### config.mk
export PLATFORM = sky130hd
export DESIGN_NAME = mux32_skid_reg
export DESIGN_NICKNAME = d
export VERILOG_FILES = /design/src/rtl/mux32_pkg.sv /design/src/rtl/mux32_skid_reg.sv
export SDC_FILE = /design/constraint.sdc
export NUM_CORES = 1
export LEC_CHECK = 0
export CELL_PAD_IN_SITES_DETAIL_PLACEMENT = 1
export CELL_PAD_IN_SITES_GLOBAL_PLACEMENT = 1
export CORE_MARGIN = 3
export CORE_UTILIZATION = 36
export DETAILED_ROUTE_END_ITERATION = 10
export GPL_TIMING_DRIVEN = 1
export PLACE_DENSITY_LB_ADDON = 0.1
export SYNTH_ARGS = -nofsm -noshare
export SYNTH_HDL_FRONTEND = slang
export SYNTH_SLANG_ARGS = --single-unit
### constraint.sdc
create_clock -name clk_i -period 1.47 [get_ports clk_i]
set_input_delay 0.294 -clock clk_i [delete_from_list [all_inputs] [get_ports clk_i]]
set_output_delay 0.294 -clock clk_i [all_outputs]
set_load 0.05 [all_outputs]
### src/rtl/mux32_pkg.sv
// mux32_pkg: shared width, word type and skid-stage state encoding for the mux32 output stage.
package mux32_pkg;
    localparam int DATA_W_DEF = 32;
    typedef enum logic [1:0] {ST_EMPTY, ST_ONE, ST_FULL} skid_state_t;
    typedef logic [DATA_W_DEF-1:0] word_t;
endpackage

### src/rtl/mux32_skid_reg.sv
// mux32_skid_reg: registered two-entry skid stage behind the 32-bit operand mux.
// Optional fault injection on captured words is enabled with `define FAULT_INJECT_EN.
module mux32_skid_reg
    import mux32_pkg::*;
#(
    parameter int DATA_W = DATA_W_DEF
`ifdef FAULT_INJECT_EN
    , parameter int FCNT_W = 8
`endif
) (
    input  logic              clk_i,
    input  logic              rst_n_i,
    input  logic              flush_i,
`ifdef FAULT_INJECT_EN
    input  logic              f_i,
    input  logic [DATA_W-1:0] fault_mask_i,
    output logic [FCNT_W-1:0] fault_cnt_o,
`endif
    input  logic              in_valid_i,
    input  logic [DATA_W-1:0] in_data_i,
    output logic              in_ready_o,
    output logic              out_valid_o,
    output logic [DATA_W-1:0] out_data_o,
    input  logic              out_ready_i
);
    skid_state_t       state, state_nxt;
    logic [DATA_W-1:0] head, skid, wdata;
    logic              accept, pop, load_head, load_skid;

    // ready decodes straight from the state flop, so consumer stalls never reach upstream combinationally
    assign in_ready_o  = state != ST_FULL;
    assign out_valid_o = state != ST_EMPTY;
    assign out_data_o  = head;
    assign accept      = in_valid_i & in_ready_o;
    assign pop         = out_valid_o & out_ready_i;

`ifdef FAULT_INJECT_EN
    logic [FCNT_W-1:0] fcnt;
    assign wdata       = f_i ? in_data_i ^ fault_mask_i : in_data_i;
    assign fault_cnt_o = fcnt;
    always_ff @(posedge clk_i or negedge rst_n_i)
        if (!rst_n_i)
            fcnt <= '0;
        else if (accept && f_i && !flush_i && fcnt != '1)
            fcnt <= fcnt + 1'b1;
`else
    assign wdata = in_data_i;
`endif

    always_comb begin
        state_nxt = state;
        load_head = 1'b0;
        load_skid = 1'b0;
        case (state)
            ST_EMPTY: if (accept) begin
                state_nxt = ST_ONE;
                load_head = 1'b1;
            end
            ST_ONE: if (accept) begin
                state_nxt = pop ? ST_ONE : ST_FULL;
                load_head = pop;
                load_skid = !pop;
            end else if (pop) begin
                state_nxt = ST_EMPTY;
            end
            ST_FULL: if (pop) state_nxt = ST_ONE;
            default: state_nxt = ST_EMPTY;
        endcase
        if (flush_i) begin
            state_nxt = ST_EMPTY;
            load_head = 1'b0;
            load_skid = 1'b0;
        end
    end

    always_ff @(posedge clk_i or negedge rst_n_i)
        if (!rst_n_i) begin
            state <= ST_EMPTY;
            head  <= '0;
            skid  <= '0;
        end else begin
            state <= state_nxt;
            if (load_head)
                head <= wdata;
            else if (state == ST_FULL && pop)
                head <= skid;
            if (load_skid)
                skid <= wdata;
        end
endmodule

Word-level counts from Yosys, hierarchy flattened
Index checks and enable logic that the tools add are counted.

Equality and inequality tests: 6. Mux-type cells: 16. Bitwise gates (word level): 2. Reduce and logical (&&, ||, !) cells: 6.

Operator list (number): $mux W32 (2); $mux W2 (6); $mux W1 (6); $ne A3 B3 Y1 const B (2); $pmux W2 S3 (1); $ne A4 B4 Y1 const B (1); $reduce_bool A2 Y1 (2); $reduce_and A3 Y1 (1); $and A1 B1 Y1 (2); $eq A2 B1 Y1 const B (1); $eq A2 B2 Y1 const B (1); $logic_not A2 Y1 (1); $ne A2 B2 Y1 const B (1); $pmux W1 S2 (1); $logic_and A1 B1 Y1 (1); $logic_not A1 Y1 (1).

Flip-flop bits (word level): 66. Input bits: 37. Output and inout port bits: 34. Logic and storage cells: 33.

Logic depth before layout (Yosys ltp)
Gate-level depths: netlist (run 1).

Depth after elaboration: 6. Depth in mapped cells: 5. Gate-level depth less buffers: 3.

Worst setup path before layout (run 1)
No wires, ideal clock.

Kind: reg-to-reg. Start: reg state[1]. End: reg skid[10]. Data arrival time: 1255 ps. Required time: 1345 ps. Slack: 90 ps. Cell stages (with the launch flop): 5. Period minus slack after synthesis: 1380 ps. Cells stage by stage: dfrtp_1 nor3b_2 nand2_2 buf_6 mux2_4.

Longest elaborated chain between the ends: 6. Elaborated cells on any way between the ends: 9. Those cells by class: eq/ne: 2; mux: 3; bitwise: 2; reduce/logical: 2.

RTL lines: start: declaration (RTL line mux32_skid_reg.sv:26) `skid_state_t state, state_nxt;`; start signal: assignment (RTL line mux32_skid_reg.sv:82) `state <= state_nxt;`; $reduce_bool A2 Y1 (RTL line mux32_skid_reg.sv:32) `assign out_valid_o = state != ST_EMPTY;`; $and A1 B1 Y1 (RTL line mux32_skid_reg.sv:35) `assign pop = out_valid_o & out_ready_i;`; $logic_not A1 Y1 (RTL line mux32_skid_reg.sv:62) `load_skid = !pop;`; $mux W1 (RTL line mux32_skid_reg.sv:59) `ST_ONE: if (accept) begin`; $mux W1 (*) (RTL line mux32_skid_reg.sv:54) `case (state)`; $mux W1 (*) (RTL line mux32_skid_reg.sv:69) `if (flush_i) begin`; end signal: assignment (RTL line mux32_skid_reg.sv:88) `skid <= wdata;`; end: declaration (RTL line mux32_skid_reg.sv:27) `logic [DATA_W-1:0] head, skid, wdata;`.

Every way passes the cells marked *; elsewhere a longest branch is shown, timed or not. A chain may end at the register's enable or synchronous reset.

Worst setup path after layout (run 1)
Start: in flush_i. End: reg skid[21].

Longest elaborated chain between the ends: 1.

RTL lines: start: declaration (RTL line mux32_skid_reg.sv:13) `input logic flush_i,`; $mux W1 (RTL line mux32_skid_reg.sv:69).

Every way passes these cells.

==> results of run 1 <==
final cells by class:
class / instances / area (µm²) / area share (%)
multi-input combinational: 111 / 1110 / 25.4
timing repair buffer: 91 / 1260 / 28.9
clock buffer: 11 / 131 / 3.00
sequential: 66 / 1650 / 37.8
clock inverter: 5 / 78.8 / 1.80
inverter: 2 / 12.5 / 0.286
tap: 99 / 124 / 2.83
metal layers:
| metal | vias to the layer above | routed length (µm) | GRT usage (%) |
|---|---|---|---|
| li1 | 886 | - | - |
| met1 | 990 | 3080 | 22.6 |
| met2 | 47 | 3300 | 25.7 |
| met3 | 8 | 345 | 4.66 |
| met4 | 0 | 109 | 6.04 |
| met5 | - | 0 | 0 |
layout by cell type (no fill, tap or decap), types with 2 or more instances in the layout:
master	instances
mux2_4	30
clkinv_2	2
a221o_1	32
and2_1	33
clkbuf_8	9
clkdlybuf4s50_1	34
dfrtp_1	64
mux2_2	2
bufinv_16	2
clkbuf_1	2
buf_12	38
dfrtp_2	2
a21oi_1	2
buf_6	4
buf_4	12
nand2_4	2
synthesized netlist by cell type (all sizes together):
| master | count | area share (%) |
|---|---|---|
| dfrtp | 66 | 57 |
| and2 | 33 | 7.2 |
| a221o | 32 | 11 |
| mux2 | 32 | 16 |
| buf | 14 | 4.6 |
| a21oi | 3 | 0.65 |
| nand2 | 3 | 0.48 |
| inv | 2 | 0.26 |
| a211oi | 1 | 0.26 |
| and3b | 1 | 0.30 |
| nand2b | 1 | 0.22 |
| nand3 | 1 | 0.17 |
| nor2 | 1 | 0.13 |
| nor2b | 1 | 0.22 |
| nor3b | 1 | 0.43 |
| o211ai | 1 | 0.26 |
metrics by stage:
step | instance area (µm²) | setup TNS [ps]
global route | 4380 | -1350
CTS | 4330 | -406
finish | 4380 | -12.1
detailed placement | 4090 | -21050
global placement | 4090 | -20430
floorplan | 2880 | 0
power by group through the flow:
stage | combinational (mW) | sequential [mW] | clock, mW
finish | 1.95 | 2.50 | 1.64
CTS | 1.96 | 2.50 | 1.67
floorplan | 0.568 | 2.90 | 0
detailed placement | 1.95 | 2.52 | 0
global placement | 1.92 | 2.52 | 0
global route | 2.05 | 2.56 | 1.76
registers in the layout (all words and copies together), names as in the netlist:
name / cells
state: 2
skid: 32
out_data_o: 32
how the worst max path moves through the flow:
| stage | from | slack (ps) | endpoint |
|---|---|---|---|
| after floorplan | state[1]$_DFFE_PN0P_ | 90 | skid[10]$_DFFE_PN0P_ |
| after global placement | in_valid_i | -340 | skid[1]$_DFFE_PN0P_ |
| after detailed placement | in_valid_i | -360 | skid[24]$_DFFE_PN0P_ |
| after CTS | state[1]$_DFFE_PN0P_ | -20 | skid[21]$_DFFE_PN0P_ |
| after global routing | state[1]$_DFFE_PN0P_ | -50 | skid[21]$_DFFE_PN0P_ |
| final | flush_i | -6 | skid[21]$_DFFE_PN0P_ |
tightest hold or removal path, delay by kind of cell:
kind	cells	cell delay, ps
AOI/OAI and AO/OA	1	40
buffers and inverters	2	260
cell families after synthesis:
kind of cell	after synthesis	share of synthesized area [%]
buffers and inverters	16	4.86
DFF	66	57.3
AOI/OAI and AO/OA	37	12.3
and+or+nand+nor	42	9.12
muxes	32	16.4
what timing repair did:
action	4_1_cts	5_1_grt
pin swaps	1	1
hold endpoints to repair	58	0
buffers inserted	0	2
endpoints found under the setup margin	32	66
hold buffers	1	0
gates cloned	0	0
resized for setup	6	11
==> results.sh, run 1 <==
export IMPL_maxSlewViolCount=0
export IMPL_worstHoldStart="out_ready_i"
export IMPL_grt_overflow_total=0
export IMPL_final_hold_viol_count=0
export IMPL_cts_sinks=66
export IMPL_p_sw_mw=1.83
export IMPL_status="finished, violations left"
export IMPL_start_util_pct=38.3
export IMPL_grt_setup_unrepaired="yes"
export IMPL_crit_family="buffers and inverters"
export IMPL_die_w_um=95.5
export IMPL_setup_ws_ps=-6.14
export IMPL_antennaDiodeCount=0
export IMPL_ys_ff_latch=66
export IMPL_io_pins=71
export IMPL_netlist_area_um2=2880
export IMPL_place_congestion=0.708
export IMPL_core_um2=7520
export IMPL_cpPeakStageDelay_ps=470
export IMPL_regToRegSetupSlack_ps=0
export IMPL_worst_setup_path_end_kind="flip-flop"
export IMPL_io_buffers=70
export IMPL_slew_headroom_pct=76.5
export IMPL_finalCriticalPeriod_ps=1480
export IMPL_area_growth_pct=51.9
export IMPL_nets=318
export IMPL_first_global_vias=2152
export IMPL_antenna_left=0
export IMPL_period_share_pct=100
export IMPL_worst_hold_path_endpoint="state[1]$_DFFE_PN0P_"
export IMPL_die_area_um2=9110
export IMPL_rows=31
export IMPL_irDropWorstVdd_uv=496
export IMPL_worstSkewPairLatency_ps=330
export IMPL_fmax_mhz=677
export IMPL_worst_pin_slew_ps=353
export IMPL_path_buf_inv=2
export IMPL_leakage_nw=2.05
export IMPL_cp_depth=5
export IMPL_grt_max_degree=67
export IMPL_synthesis_nets=230
export IMPL_wl_per_cell_um=17.8
export IMPL_crit_chain="clkdlybuf4s50_1, nor3b_4, nand2_2, buf_12, mux2_4"
export IMPL_power_total_mw=6.09
export IMPL_whs_ps=294
export IMPL_p_int_mw=4.27
export IMPL_p_comb_share_pct=32.0
export IMPL_yosysSeqAreaShare_pct=57.3
export IMPL_setup_violations=5
export IMPL_dp_cells=366
export IMPL_grt_pass1_wl_um=11500
export IMPL_critPathKind="in -> reg"
export IMPL_skew_ps=8.24
export IMPL_totalWireLength_um=6830
export IMPL_whs_path_depth=3
export IMPL_drtPass1Iterations=4
export IMPL_arrival_ps=1690
export IMPL_htreeDepth=3
export IMPL_required_ps=1690
export IMPL_cts_tree="done"
export IMPL_drt_initial_drc_count=89
export IMPL_drive_gt1_share_pct=38.8
export IMPL_maxCapViolCount=0
export IMPL_cts_buffers=9
export IMPL_post_route_util_pct=58.2
export IMPL_syn_avg_cell_area_um2=14.9
export IMPL_track_usage_pct=16.7
export IMPL_r2r_start="state[1]$_DFFE_PN0P_"
export IMPL_synth_cell_type_count=20
export IMPL_drcViolationCount=0
export IMPL_startpoint_type="primary input"
export IMPL_layout_cells_non_filler=385
export IMPL_clkPwrFrac_pct=26.9
export IMPL_yosys_warnings=0
export IMPL_die_y_um=95.5
export IMPL_ff2ff_path_depth=4
export IMPL_crit_slowest_cell="clkdlybuf4s50_1"
export IMPL_fillCellCount=711
export IMPL_clkSlewWorstSetupHoldPaths_ps=70
export IMPL_pre_cts_slack_ps=-358
export IMPL_ctsRootBufferMaster="clkbuf_8"
export IMPL_r2r_end="skid[21]$_DFFE_PN0P_"
export IMPL_p_seq_share_pct=41.1
export IMPL_dp_hpwl_um=4530
export IMPL_cts_path_max_buffers=2
export IMPL_synth_cells=193
export IMPL_hp_class="in -> reg"
export IMPL_via_count=1931
export IMPL_power_switching_share_pct=30.0
export IMPL_violations="negative setup slack"
export IMPL_grt_antenna_before_repair=0
export IMPL_critPathMaxFanout=18
export IMPL_powerDensity_nw_per_um2=1390
export IMPL_routed_via_density=5.02
Note: power is estimated with default switching activity, not from simulation.
==> run 2, diff against run 1 <==
--- a/config.mk
+++ b/config.mk
@@ -12,6 +12,7 @@
 export DETAILED_ROUTE_END_ITERATION = 10
 export GPL_TIMING_DRIVEN = 1
 export PLACE_DENSITY_LB_ADDON = 0.1
+export SKIP_LAST_GASP = 1
 export SYNTH_ARGS = -nofsm -noshare
 export SYNTH_HDL_FRONTEND = slang
 export SYNTH_SLANG_ARGS = --single-unit
==> results.sh, run 2 (same netlist as run 1, synthesis figures left out) <==
export IMPL_status="finished, violations left"
export IMPL_violations="negative setup slack"
export IMPL_powerDensity_nw_per_um2=1390
export IMPL_rows=31
export IMPL_grt_max_degree=67
export IMPL_die_area_um2=9110
export IMPL_required_ps=1690
export IMPL_cp_depth=5
export IMPL_critPathKind="in -> reg"
export IMPL_cts_path_max_buffers=2
export IMPL_maxSlewViolCount=0
export IMPL_grt_setup_unrepaired="yes"
export IMPL_maxCapViolCount=0
export IMPL_track_usage_pct=16.7
export IMPL_endpoint="skid[21]$_DFFE_PN0P_"
export IMPL_gr_max_usage_layer="met2"
export IMPL_drt_initial_drc_count=89
export IMPL_setup_ws_ps=-4.72
export IMPL_first_global_vias=2154
export IMPL_crit_slowest_cell="clkdlybuf4s50_1"
export IMPL_drive_gt1_share_pct=38.8
export IMPL_post_route_util_pct=58.1
export IMPL_pre_cts_slack_ps=-358
export IMPL_crit_family="buffers and inverters"
export IMPL_cts_buffers=9
export IMPL_via_count=1934
export IMPL_grt_pass1_wl_um=11500
export IMPL_startpoint_type="primary input"
export IMPL_final_hold_viol_count=0
export IMPL_finalCriticalPeriod_ps=1470
export IMPL_slew_headroom_pct=76.5
export IMPL_layout_commonest_cell="dfrtp_1"
export IMPL_cts_sinks=66
export IMPL_hp_class="in -> reg"
export IMPL_r2r_end="skid[21]$_DFFE_PN0P_"
export IMPL_met1_usage_pct=22.6
export IMPL_die_y_um=95.5
export IMPL_worstHoldStart="out_ready_i"
export IMPL_ctsRootBufferMaster="clkbuf_8"
export IMPL_crit_chain="clkdlybuf4s50_1, nor3b_4, nand2_2, buf_12, mux2_4"
export IMPL_setup_violations=4
export IMPL_cts_tree="done"
export IMPL_path_buf_inv=2
export IMPL_drcViolationCount=0
export IMPL_critPathMaxFanout=18
export IMPL_regToRegSetupSlack_ps=10
export IMPL_wl_per_cell_um=17.7
export IMPL_place_congestion=0.708
export IMPL_worst_setup_path_end_kind="flip-flop"
export IMPL_io_pins=71
export IMPL_period_share_pct=100
export IMPL_worst_pin_slew_ps=352
export IMPL_io_buffers=70
export IMPL_skew_ps=8.24
export IMPL_fmax_mhz=678
export IMPL_htreeDepth=3
export IMPL_routed_via_density=5.02
export IMPL_grt_use_met3_pct=4.66
export IMPL_leakage_nw=2.05
export IMPL_irDropWorstVdd_uv=496
export IMPL_start_util_pct=38.3
export IMPL_layout_common_cells="dfrtp_1 (64), buf_12 (38), clkdlybuf4s50_1 (34)"
export IMPL_drtPass1Iterations=4
export IMPL_die_w_um=95.5
export IMPL_grt_antenna_before_repair=0
export IMPL_grt_overflow_total=0
export IMPL_antenna_left=0
export IMPL_core_um2=7520
export IMPL_crit_start="flush_i"
export IMPL_totalWireLength_um=6820
export IMPL_ff2ff_path_depth=4
export IMPL_grtUsageMet2_pct=25.7
export IMPL_arrival_ps=1690
export IMPL_clkSlewWorstSetupHoldPaths_ps=70
export IMPL_r2r_start="state[1]$_DFFE_PN0P_"
export IMPL_nets=318
export IMPL_cpPeakStageDelay_ps=470
export IMPL_dp_hpwl_um=4530
export IMPL_worstSkewPairLatency_ps=330
export IMPL_area_growth_pct=51.8
export IMPL_antennaDiodeCount=0
run 2: cell counts in the layout (fill, tap and decap cells not counted):
No cell type changed its count.
run 2: layer usage:
layer	up-vias	part of all wire, %	routed length [µm]
met3	8	5.1	345
met5	-	0	0
li1	887	-	-
met4	0	1.6	109
met2	47	48	3300
met1	992	45	3060
run 2: how the worst min path moves through the flow:
stage | end | cells past startpoint
5_1_grt | state[1]$_DFFE_PN0P_ | 3
2_1_floorplan | out_data_o[0]$_DFFE_PN0P_ | 0
6_report | state[1]$_DFFE_PN0P_ | 3
3_3_place_gp | out_data_o[16]$_DFFE_PN0P_ | 2
4_1_cts | skid[8]$_DFFE_PN0P_ | 1
3_5_place_dp | out_data_o[16]$_DFFE_PN0P_ | 2
run 2: worst min-delay path, stage by stage:
cell and delay, ps:
dlymetal6s2s_1 130, buf_4 130, a211oi_1 40
run 2: cell type report:
class / instances / area (µm²)
fillers: 708 / 3150
clock buffers: 11 / 131
clock inverters: 5 / 78.8
multi-input cells: 111 / 1110
flip-flops and latches: 66 / 1650
well taps: 99 / 124
repair buffers: 91 / 1260
inverters: 2 / 12.5
run 2: timing repair:
action,4_1_cts,5_1_grt
gates resized for setup,4,12
pin swaps,1,1
buffers inserted,0,2
hold buffers,1,0
setup endpoints to repair,32,66
endpoints found under the hold margin,58,0
run 2: per-stage QoR:
step                      std cells  instance area (µm²)  TNS (ps)  hold slack [ps]  total power [mW]
after floorplan                 193                 2880         0            -1.59              3.46
after global routing            385                 4370     -1200              342              6.37
after detailed placement        366                 4090    -21050              342              4.47
final                           385                 4370     -6.17              296              6.09
after CTS                       383                 4320      -424              504              6.13
after global placement          366                 4090    -20430              338              4.43
run 2: report_power, final:
part / internal (mW) / leakage [nW] / switching, mW / total, mW
Combinational: 1.11 / 1.13 / 0.838 / 1.95
Sequential: 2.20 / 0.816 / 0.301 / 2.50
Clock: 0.954 / 0.107 / 0.685 / 1.64
